### config.mk
export PLATFORM = sky130hd
export DESIGN_NAME = bcd_counter_chain_flat
export DESIGN_NICKNAME = d
export VERILOG_FILES = /design/src/rtl/bcd_counter_pkg.sv /design/src/rtl/bcd_counter_chain_if.sv /design/src/rtl/btn_debounce.sv /design/src/rtl/bcd_counter_chain.sv /design/src/flat_wrapper.sv
export SDC_FILE = /design/constraint.sdc
export NUM_CORES = 1
export LEC_CHECK = 0
export CORE_ASPECT_RATIO = 0.8
export CORE_MARGIN = 2
export CORE_UTILIZATION = 45
export CTS_BUF_LIST = sky130_fd_sc_hd__clkbuf_16
export DETAILED_ROUTE_END_ITERATION = 16
export PLACE_DENSITY = 0.66
export REMOVE_ABC_BUFFERS = 1
export SYNTH_ARGS = -nofsm -noshare
export SYNTH_HDL_FRONTEND = slang
export SYNTH_SLANG_ARGS = --single-unit
### constraint.sdc
create_clock -name clk -period 3.7 [get_ports clk]
set_clock_uncertainty 0.15 [all_clocks]
set_input_delay 0.925 -clock clk [delete_from_list [all_inputs] [get_ports clk]]
set_output_delay 0.925 -clock clk [all_outputs]
set_load 0.01 [all_outputs]
### src/rtl/bcd_counter_pkg.sv
// Shared constants, types and helpers for the counter chain and other
// button-driven blocks.
package bcd_counter_pkg;

    localparam int DEF_MOD        = 10;
    localparam int DEF_DEB_CYCLES = 10000;

    typedef struct packed {
        logic [31:0] deb_cycles;
        logic        btn_idle;
    } deb_cfg_t;

    localparam deb_cfg_t DEF_DEB_CFG = '{deb_cycles: 32'(DEF_DEB_CYCLES), btn_idle: 1'b0};

    // Bits needed to hold values 0..value-1 (value >= 2).
    function automatic int clog2(input int value);
        int r;
        int v;
        r = 0;
        v = value - 1;
        while (v > 0) begin
            r++;
            v = v >> 1;
        end
        return r;
    endfunction

endpackage

### src/rtl/bcd_counter_chain_if.sv
// Control/data bundle between the board-facing logic and the counter chain.
interface bcd_counter_chain_if #(
    parameter int N_DIGITS = 4,
    parameter int DW       = 4
);
    logic                   btn_raw;
    logic                   cascade_in;
    logic                   cnt_en;
    logic                   up;
    logic                   r0a;
    logic                   r0b;
    logic                   r9a;
    logic                   r9b;
    logic                   load;
    logic [N_DIGITS*DW-1:0] load_val;
    logic [N_DIGITS*DW-1:0] count_q;
    logic                   tc_pulse;

    modport master (
        output btn_raw, cascade_in, cnt_en, up, r0a, r0b, r9a, r9b, load, load_val,
        input  count_q, tc_pulse
    );

    modport slave (
        input  btn_raw, cascade_in, cnt_en, up, r0a, r0b, r9a, r9b, load, load_val,
        output count_q, tc_pulse
    );
endinterface

### src/rtl/btn_debounce.sv
// Push-button synchroniser and debouncer; emits a one-cycle press pulse when
// the debounced level leaves the idle level.
module btn_debounce
    import bcd_counter_pkg::*;
#(
    parameter int   DEB_CYCLES = DEF_DEB_CYCLES,
    parameter logic BTN_IDLE   = 1'b0
) (
    input  logic clk,
    input  logic rst,
    input  logic btn_raw,
    output logic press_evt
);
    localparam int            CW       = clog2(DEB_CYCLES);
    localparam logic [CW-1:0] CNT_LAST = CW'(DEB_CYCLES - 1);

    logic          sync1;
    logic          sync2;
    logic          deb_level;
    logic          prev_level;
    logic [CW-1:0] cnt;

    always_ff @(posedge clk or posedge rst) begin
        if (rst) begin
            sync1 <= BTN_IDLE;
            sync2 <= BTN_IDLE;
        end else begin
            sync1 <= btn_raw;
            sync2 <= sync1;
        end
    end

    // Level is only accepted after DEB_CYCLES consecutive disagreeing cycles.
    always_ff @(posedge clk or posedge rst) begin
        if (rst) begin
            deb_level  <= BTN_IDLE;
            prev_level <= BTN_IDLE;
            cnt        <= '0;
        end else begin
            prev_level <= deb_level;
            if (sync2 == deb_level) begin
                cnt <= '0;
            end else if (cnt == CNT_LAST) begin
                deb_level <= sync2;
                cnt       <= '0;
            end else begin
                cnt <= cnt + CW'(1);
            end
        end
    end

    assign press_evt = (deb_level != BTN_IDLE) && (prev_level == BTN_IDLE);

endmodule

### src/rtl/bcd_counter_chain.sv
// N-digit cascaded modulo-MOD up/down counter with clear/preset gates,
// clamped parallel load and a registered whole-chain wrap pulse.
module bcd_counter_chain
    import bcd_counter_pkg::*;
#(
    parameter int   N_DIGITS   = 4,
    parameter int   MOD        = DEF_MOD,
    parameter int   DEB_CYCLES = DEF_DEB_CYCLES,
    parameter logic BTN_IDLE   = 1'b0
) (
    input logic                clk,
    input logic                rst,
    bcd_counter_chain_if.slave bus
);
    localparam int            DW    = clog2(MOD);
    localparam logic [DW-1:0] DMAX  = DW'(MOD - 1);
    localparam logic [DW:0]   MOD_X = (DW + 1)'(MOD);

    logic                         press_evt;
    logic                         evt;
    logic                         r9;
    logic                         r0;
    logic                         ovr;
    logic                         tc_q;
    logic [N_DIGITS:0]            carry_up;
    logic [N_DIGITS:0]            borrow_dn;
    logic [N_DIGITS-1:0][DW-1:0]  digit;

    btn_debounce #(
        .DEB_CYCLES (DEB_CYCLES),
        .BTN_IDLE   (BTN_IDLE)
    ) u_deb (
        .clk       (clk),
        .rst       (rst),
        .btn_raw   (bus.btn_raw),
        .press_evt (press_evt)
    );

    assign r9  = bus.r9a & bus.r9b;
    assign r0  = bus.r0a & bus.r0b;
    assign ovr = r9 | r0 | bus.load;
    assign evt = (press_evt | bus.cascade_in) & bus.cnt_en;

    assign carry_up[0]  = 1'b1;
    assign borrow_dn[0] = 1'b1;

    for (genvar g = 0; g < N_DIGITS; g++) begin : g_digit
        logic [DW-1:0] digit_r;
        logic [DW-1:0] stepped;
        logic [DW-1:0] lv;
        logic [DW-1:0] lv_clamped;

        assign lv         = bus.load_val[g*DW +: DW];
        assign lv_clamped = ({1'b0, lv} >= MOD_X) ? DMAX : lv;

        assign carry_up[g+1]  = carry_up[g]  & (digit_r == DMAX);
        assign borrow_dn[g+1] = borrow_dn[g] & (digit_r == '0);

        // Out-of-range codes fold back to a legal value on the next step.
        always_comb begin
            stepped = digit_r;
            if (bus.up) begin
                stepped = (digit_r >= DMAX) ? '0 : digit_r + DW'(1);
            end else begin
                stepped = (digit_r == '0 || digit_r > DMAX) ? DMAX : digit_r - DW'(1);
            end
        end

        always_ff @(posedge clk or posedge rst) begin
            if (rst) begin
                digit_r <= '0;
            end else if (r9) begin
                digit_r <= DMAX;
            end else if (r0) begin
                digit_r <= '0;
            end else if (bus.load) begin
                digit_r <= lv_clamped;
            end else if (evt && (bus.up ? carry_up[g] : borrow_dn[g])) begin
                digit_r <= stepped;
            end
        end

        assign digit[g] = digit_r;
    end

    always_ff @(posedge clk or posedge rst) begin
        if (rst) begin
            tc_q <= 1'b0;
        end else begin
            tc_q <= evt & ~ovr & (bus.up ? carry_up[N_DIGITS] : borrow_dn[N_DIGITS]);
        end
    end

    assign bus.count_q  = digit;
    assign bus.tc_pulse = tc_q;

endmodule

### src/flat_wrapper.sv
// flat-port wrapper written by rule: the top's interface ports become plain ports
module bcd_counter_chain_flat import bcd_counter_pkg::*;
#(
    parameter int   N_DIGITS   = 4,
    parameter int   MOD        = DEF_MOD,
    parameter int   DEB_CYCLES = DEF_DEB_CYCLES,
    parameter logic BTN_IDLE   = 1'b0
)
  (clk, rst, bus_btn_raw, bus_cascade_in, bus_cnt_en, bus_up, bus_r0a, bus_r0b, bus_r9a, bus_r9b, bus_load, bus_load_val, bus_count_q, bus_tc_pulse);
  bcd_counter_chain_if #(.N_DIGITS(N_DIGITS)) bus_i ();
  input logic clk;
  input logic rst;
  input wire logic [$bits(bus_i.btn_raw)-1:0] bus_btn_raw;
  input wire logic [$bits(bus_i.cascade_in)-1:0] bus_cascade_in;
  input wire logic [$bits(bus_i.cnt_en)-1:0] bus_cnt_en;
  input wire logic [$bits(bus_i.up)-1:0] bus_up;
  input wire logic [$bits(bus_i.r0a)-1:0] bus_r0a;
  input wire logic [$bits(bus_i.r0b)-1:0] bus_r0b;
  input wire logic [$bits(bus_i.r9a)-1:0] bus_r9a;
  input wire logic [$bits(bus_i.r9b)-1:0] bus_r9b;
  input wire logic [$bits(bus_i.load)-1:0] bus_load;
  input wire logic [$bits(bus_i.load_val)-1:0] bus_load_val;
  output wire logic [$bits(bus_i.count_q)-1:0] bus_count_q;
  output wire logic [$bits(bus_i.tc_pulse)-1:0] bus_tc_pulse;
  assign bus_i.btn_raw = bus_btn_raw;
  assign bus_i.cascade_in = bus_cascade_in;
  assign bus_i.cnt_en = bus_cnt_en;
  assign bus_i.up = bus_up;
  assign bus_i.r0a = bus_r0a;
  assign bus_i.r0b = bus_r0b;
  assign bus_i.r9a = bus_r9a;
  assign bus_i.r9b = bus_r9b;
  assign bus_i.load = bus_load;
  assign bus_i.load_val = bus_load_val;
  assign bus_count_q = bus_i.count_q;
  assign bus_tc_pulse = bus_i.tc_pulse;
  bcd_counter_chain #(.N_DIGITS(N_DIGITS), .MOD(MOD), .DEB_CYCLES(DEB_CYCLES), .BTN_IDLE(BTN_IDLE)) u_core (.clk(clk), .rst(rst), .bus(bus_i));
endmodule
==> results.sh, run 1 <==
export IMPL_tritoncts="yes"
export IMPL_cts_buffer_depth=2
export IMPL_critPathTopFamily="compound AO/OA/AOI/OAI gates"
export IMPL_crit_type="input port to flip-flop"
export IMPL_ctsResizeCount=0
export IMPL_crit_chain="clkdlybuf4s50_1 -> and3_1 -> o221a_2 -> a21oi_1 -> mux2_2"
export IMPL_setup_viol=0
export IMPL_power_density_mw_per_mm2=401
export IMPL_slew_violations=0
export IMPL_holdPathStages=0
export IMPL_reg2reg_from="u_core.g_digit[0].digit_r[0]"
export IMPL_grt_max_degree=36
export IMPL_netlist_area_mm2=0.00270
export IMPL_cts_hold_fix_buffers=0
export IMPL_start_kind="input port"
export IMPL_drv_cap=0
export IMPL_path_max_fanout=8
export IMPL_fmax_mhz=345
export IMPL_port_buffers=43
export IMPL_cts_made_buffers=5
export IMPL_synth_seq_area_share_pct=32.4
export IMPL_rsz0062_at_grt="false"
export IMPL_pre_cts_slack_ns=0.535
export IMPL_min_path_type="flip-flop to flip-flop"
export IMPL_detail_route_vias_per_cell=5.90
export IMPL_die_w_um=90.6
export IMPL_r2r_end="u_core.g_digit[2].digit_r[3]"
export IMPL_detailed_place_hpwl_um=5150
export IMPL_h_tree_depth=2
export IMPL_crit_required_ns=3.71
export IMPL_worst_ep_arrival_time_ns=2.90
export IMPL_ys_ff_latch=35
export IMPL_postSynth_asyncResetShare_pct=100
export IMPL_path_buf_inv=1
export IMPL_syn_inst=326
export IMPL_fin_setup_tns_ns=0
export IMPL_rows=25
export IMPL_die_area_mm2=0.00665
export IMPL_ff2ff_setup_slack_ns=1.24
export IMPL_reg2regPathDepth=6
export IMPL_cts_setup_buffers=0
export IMPL_antenna_found_initial=0
export IMPL_core_mm2=0.00585
export IMPL_critPathMaxStageDelay_ns=0.58
export IMPL_routed_wl_um=7220
export IMPL_peakVddDrop_v=0.000257
export IMPL_area_growth_pct=24.5
export IMPL_dp_cells=439
export IMPL_first_pass_iters=5
export IMPL_fin_hold_ws_ns=0.197
export IMPL_grt_overflow_total=0
export IMPL_fin_ws_ns=0.803
export IMPL_min_to="u_core.u_deb.sync2"
export IMPL_timing_final_crit_share_pct=78.3
export IMPL_io_pins=44
export IMPL_synth_warnings=0
export IMPL_slew_headroom_pct=65.8
export IMPL_die_y_um=73.3
export IMPL_drive_gt1_share_pct=6.28
export IMPL_clock_latency_ns=0.28
export IMPL_grt_pass1_vias=2459
export IMPL_min_period_ns=2.90
export IMPL_synth_cell_types=57
export IMPL_synth_area_per_cell_um2=8.29
export IMPL_vias=2637
export IMPL_final_cells=447
export IMPL_root_buffer="clkbuf_16"
export IMPL_hold_violations=0
export IMPL_routabilityCongestion=0.866
export IMPL_p_leak_nw=1.38
export IMPL_hold_start="u_core.u_deb.sync1"
export IMPL_cts_clk_slew_worst_paths_ns=0.06
export IMPL_dr_first_iter_drc_count=191
export IMPL_track_usage_pct=22.8
export IMPL_cts_sinks=35
export IMPL_worst_setup_path_end_kind="flip-flop"
export IMPL_wl_per_cell_um=16.1
export IMPL_diodes=0
export IMPL_layout_nets=405
export IMPL_crit_path_top_delay_cell="clkdlybuf4s50_1"
export IMPL_synth_edff_count=0
export IMPL_drtAntennaViolNets=0
export IMPL_grt_first_pass_wirelength_um=12200
export IMPL_initial_utilization_pct=46.2
export IMPL_worstMarginPinSlew_ns=0.500
export IMPL_finalPower_mw=1.35
export IMPL_drc_errors=0
export IMPL_status="completed"
export IMPL_synthFlopType="dfrtp_1"
how the worst max path moves through the flow:
stage	startpoint	endpoint	depth (start not counted)
final	bus_up	u_core.g_digit[2].digit_r[3]	5
after global routing	bus_up	u_core.g_digit[2].digit_r[3]	5
after CTS	bus_up	u_core.g_digit[2].digit_r[3]	6
after detailed placement	bus_up	u_core.g_digit[2].digit_r[3]	5
after global placement	bus_up	u_core.g_digit[3].digit_r[1]	7
after floorplan	bus_up	u_core.g_digit[3].digit_r[1]	5
synth_stat cells (all sizes together) (7+ instances only):
cell / n / share of area [%]
nand2: 26 / 3.7
nand3b: 9 / 2.5
a31oi: 8 / 1.9
nand3: 10 / 1.9
o22ai: 10 / 2.3
a21oi: 27 / 5.1
dfrtp: 35 / 32
and3: 8 / 1.9
inv: 15 / 2.1
xor2: 7 / 2.3
nand2b: 7 / 1.6
o21ai: 28 / 5.2
ha: 13 / 6.0
nor2: 26 / 3.6
clkbuf: 10 / 1.4
where the power goes:
group / switching [mW] / leakage, nW / total, mW / internal (mW)
Clock: 0.160 / 0.0812 / 0.474 / 0.314
Sequential: 0.0679 / 0.456 / 0.477 / 0.409
Combinational: 0.201 / 0.843 / 0.399 / 0.197
Total: 0.430 / 1.38 / 1.35 / 0.920
registers in the layout, indices dropped and copies added (netlist names):
name	flops
u_core.g_digit.digit_r	16
u_core.u_deb.cnt	14
u_core.bus.tc_pulse	1
u_core.u_deb.deb_level	1
u_core.u_deb.prev_level	1
u_core.u_deb.sync1	1
u_core.u_deb.sync2	1
final cells by class:
type / instances / area, µm²
inverters: 16 / 60.1
flip-flops and latches: 35 / 876
multi-input cells: 259 / 1700
clock buffers: 5 / 125
fillers: 540 / 2480
repair buffers: 48 / 468
clock inverters: 3 / 38.8
well taps: 81 / 101
stage by stage:
step                      util [%]  cell area [µm²]
after floorplan                  -             2630
after global placement        54.7             3200
final                         57.5             3360
after global routing          57.5             3360
after CTS                     57.5             3360
after detailed placement      54.7             3200
logic make-up (layout without fill, tap and decap cells):
logic type	Yosys count	count (layout)	synth area share, %
buffers and inverters	32	72	4.86
DFF	35	35	32.4
AOI/OAI and AO/OA	110	110	26.1
and+or+nand+nor	114	114	22.0
xor gates and xnor gates	13	13	4.21
adders and majority gates	13	13	6.02
muxes	9	9	4.44
worst reg2reg max path: cells and delay by family, from the launching register on:
kind,cells,cell delay (ns)
AO/OA/AOI/OAI,2,0.71
adder cells (fa/ha/maj),1,0.30
buffers and inverters,1,0.09
flip-flops,1,0.51
multiplexers,1,0.40
AND/OR/NAND/NOR,1,0.19
per-layer routing:
metal	vias up	global-route usage, %	share of wire, %
met5	-	0	0
met4	0	5.13	0.97
met3	10	3.38	5.7
met2	97	34.2	43
met1	1255	34.8	50
li1	1275	-	-
cell usage in the layout (no fill, tap or decap), drive strengths merged, types with 3 or more instances in the layout:
cell and instances:
nor2b 5, xnor2 6, a211oi 5, o221ai 4
buf 5, nand4 4, o21ai 28, nor3 6
nor3b 4, nor2 26, o21a 4, a31oi 8
nand2b 7, ha 13, mux2i 3, a21oi 27
clkinv 3, and3 8, nand3 10, o22ai 10
a21o 4, nand2 26, mux2 5, clkdlybuf4s50 43
inv 15, dfrtp 35, o211ai 5, nand3b 9
clkbuf 5, xor2 7
(Power assumes the default switching activity.)
==> run 2: changes to the inputs <==
--- a/config.mk
+++ b/config.mk
@@ -10,7 +10,7 @@
 export CORE_UTILIZATION = 45
 export CTS_BUF_LIST = sky130_fd_sc_hd__clkbuf_16
 export DETAILED_ROUTE_END_ITERATION = 16
-export PLACE_DENSITY = 0.66
+export PLACE_DENSITY = 0.69
 export REMOVE_ABC_BUFFERS = 1
 export SYNTH_ARGS = -nofsm -noshare
 export SYNTH_HDL_FRONTEND = slang
==> constraint.sdc (replaced) <==
create_clock -name clk -period 2.4 [get_ports clk]
set_clock_uncertainty 0.15 [all_clocks]
set_input_delay 0.6 -clock clk [delete_from_list [all_inputs] [get_ports clk]]
set_output_delay 0.6 -clock clk [all_outputs]
set_load 0.01 [all_outputs]
==> run 2 against run 1 <==
Power is 50% higher. Global-route usage grew 0.83 points. Die area unchanged. Combinational power increased by 82%. Sequential power grew 45%. Register-to-register slack worse by 1.1 ns. Critical path type unchanged. Critical endpoint is now u_core.g_digit[3].digit_r[1].
==> results.sh, run 2 (synthesis gave the netlist of run 1 again) <==
export IMPL_final_common_cell="clkdlybuf4s50_1"
export IMPL_slew_violations=0
export IMPL_power_switching_mw=0.664
export IMPL_rsz0062_at_grt="false"
export IMPL_die_w_um=90.6
export IMPL_antenna_found_initial=0
export IMPL_die_area_mm2=0.00665
export IMPL_fmax_mhz=426
export IMPL_vias=2717
export IMPL_path_max_fanout=9
export IMPL_cts_made_buffers=5
export IMPL_p_comb_share_pct=35.8
export IMPL_dr_first_iter_drc_count=180
export IMPL_min_path_type="flip-flop to flip-flop"
export IMPL_drv_cap=0
export IMPL_swShare_pct=32.8
export IMPL_cts_clk_slew_worst_paths_ns=0.05
export IMPL_dp_cells=467
export IMPL_die_y_um=73.3
export IMPL_grt_first_pass_wirelength_um=12600
export IMPL_intPower_mw=1.36
export IMPL_fin_setup_tns_ns=0
export IMPL_power_density_mw_per_mm2=572
export IMPL_min_period_ns=2.35
export IMPL_clock_power_share_pct=30.1
export IMPL_critPathMaxStageDelay_ns=0.40
export IMPL_h_tree_depth=2
export IMPL_start_kind="input port"
export IMPL_root_buffer="clkbuf_16"
export IMPL_detailed_place_hpwl_um=5550
export IMPL_crit_type="input port to flip-flop"
export IMPL_p_leak_nw=1.51
export IMPL_tritoncts="yes"
export IMPL_drtAntennaViolNets=0
export IMPL_cts_sinks=35
export IMPL_worstMarginPinSlew_ns=0.460
export IMPL_path_buf_inv=2
export IMPL_timing_final_crit_share_pct=97.9
export IMPL_top_register="u_core.g_digit.digit_r"
export IMPL_status="completed"
export IMPL_clock_latency_ns=0.28
export IMPL_layout_nets=433
export IMPL_setup_viol=0
export IMPL_worst_ep_arrival_time_ns=2.36
export IMPL_diodes=0
export IMPL_peakVddDrop_v=0.000276
export IMPL_critPathTopFamily="buffers and inverters"
export IMPL_detail_route_vias_per_cell=5.72
export IMPL_ctsResizeCount=0
export IMPL_cts_buffer_depth=2
export IMPL_routabilityCongestion=0.861
export IMPL_grt_overflow_total=0
export IMPL_crit_chain="clkdlybuf4s50_1 -> buf_4 -> or3b_1 -> a21oi_2 -> nand2_2 -> o21a_4 -> mux2_4"
export IMPL_final_cells=475
export IMPL_p_seq_share_pct=34.0
export IMPL_largest_register_ffs=16
export IMPL_core_mm2=0.00585
export IMPL_reg_top3="u_core.g_digit.digit_r x16, u_core.u_deb.cnt x14"
export IMPL_io_pins=44
export IMPL_final_cell_mix="clkdlybuf4s50_1, dfrtp_1, buf_4"
export IMPL_first_pass_iters=5
export IMPL_cts_setup_buffers=0
export IMPL_rows=25
export IMPL_routed_wl_um=7350
export IMPL_crit_required_ns=2.41
export IMPL_drive_gt1_share_pct=12.4
export IMPL_area_growth_pct=31.2
export IMPL_worst_setup_path_end_kind="flip-flop"
export IMPL_initial_utilization_pct=46.2
export IMPL_cts_hold_fix_buffers=0
export IMPL_slew_headroom_pct=69.1
export IMPL_port_buffers=43
export IMPL_hold_violations=0
export IMPL_wl_per_cell_um=15.5
export IMPL_drc_errors=0
export IMPL_grt_pass1_vias=2634
export IMPL_grt_max_degree=36
export IMPL_crit_path_top_delay_cell="clkdlybuf4s50_1"
export IMPL_track_usage_pct=23.6
run 2: changes by cell type in the layout (fill, tap and decap cells not counted):
| cell | previous run | this run |
|---|---|---|
| buf_4 | 5 | 33 |
| inv_1 | 15 | 16 |
| clkinv_1 | 2 | 3 |
| bufinv_16 | 1 | 0 |
| clkinv_2 | 1 | 0 |
run 2: final cells by class:
cell class / instances / area (µm²)
clock buffer: 5 / 125
clock inverter: 3 / 11.3
fill: 521 / 2300
inverter: 16 / 60.1
multi-input combinational: 259 / 1700
sequential: 35 / 876
tap: 81 / 101
timing repair buffer: 76 / 678
run 2: path summary, 6_finish.rpt:
kind                                               from  cells after the start  slack, ns                           end
setup / recovery                                 bus_up                      7       0.05  u_core.g_digit[3].digit_r[1]
hold / removal                       u_core.u_deb.sync1                      0       0.24            u_core.u_deb.sync2
max in group asynchronous                           rst                      3       1.20          u_core.u_deb.cnt[10]
setup reg to reg           u_core.g_digit[1].digit_r[1]                      7       0.18  u_core.g_digit[3].digit_r[1]
hold reg to reg                      u_core.u_deb.sync1                      0       0.24            u_core.u_deb.sync2
min in group asynchronous                           rst                      3       0.57           u_core.u_deb.cnt[6]
run 2: routing by layer:
layer,share of wire [%],GRT usage [%]
met1,48,34.0
met2,45,37.1
met3,5.7,4.10
met4,1.2,6.50
met5,0,0
run 2: metrics by stage:
step	hold WS [ns]	setup WS (ns)	total power, mW	util (%)	area (µm²)
after CTS	0.238	0.0592	2.03	60.6	3550
after global routing	0.252	0.00485	2.16	60.6	3550
final	0.243	0.0507	2.03	60.6	3550
after detailed placement	0.226	-0.242	1.42	58.3	3410
after global placement	0.210	-0.198	1.41	58.3	3410
after floorplan	0.181	0.230	1.09	-	2630
run 2: power groups by stage:
stage               sequential, mW  clock (mW)  combinational [mW]
floorplan                    0.731           0               0.363
global placement             0.698           0               0.711
detailed placement           0.698           0               0.719
CTS                          0.689       0.620               0.723
global route                 0.698       0.652               0.806
finish                       0.690       0.611               0.727
==> run 3: changes to the inputs <==
--- a/config.mk
+++ b/config.mk
@@ -10,6 +10,7 @@
 export CORE_UTILIZATION = 45
 export CTS_BUF_LIST = sky130_fd_sc_hd__clkbuf_16
 export DETAILED_ROUTE_END_ITERATION = 16
+export HOLD_SLACK_MARGIN = 0.06
 export PLACE_DENSITY = 0.69
 export REMOVE_ABC_BUFFERS = 1
 export SYNTH_ARGS = -nofsm -noshare
==> results of run 3 <==
No change in the layout: final DEF, timing and power equal those of run 2.
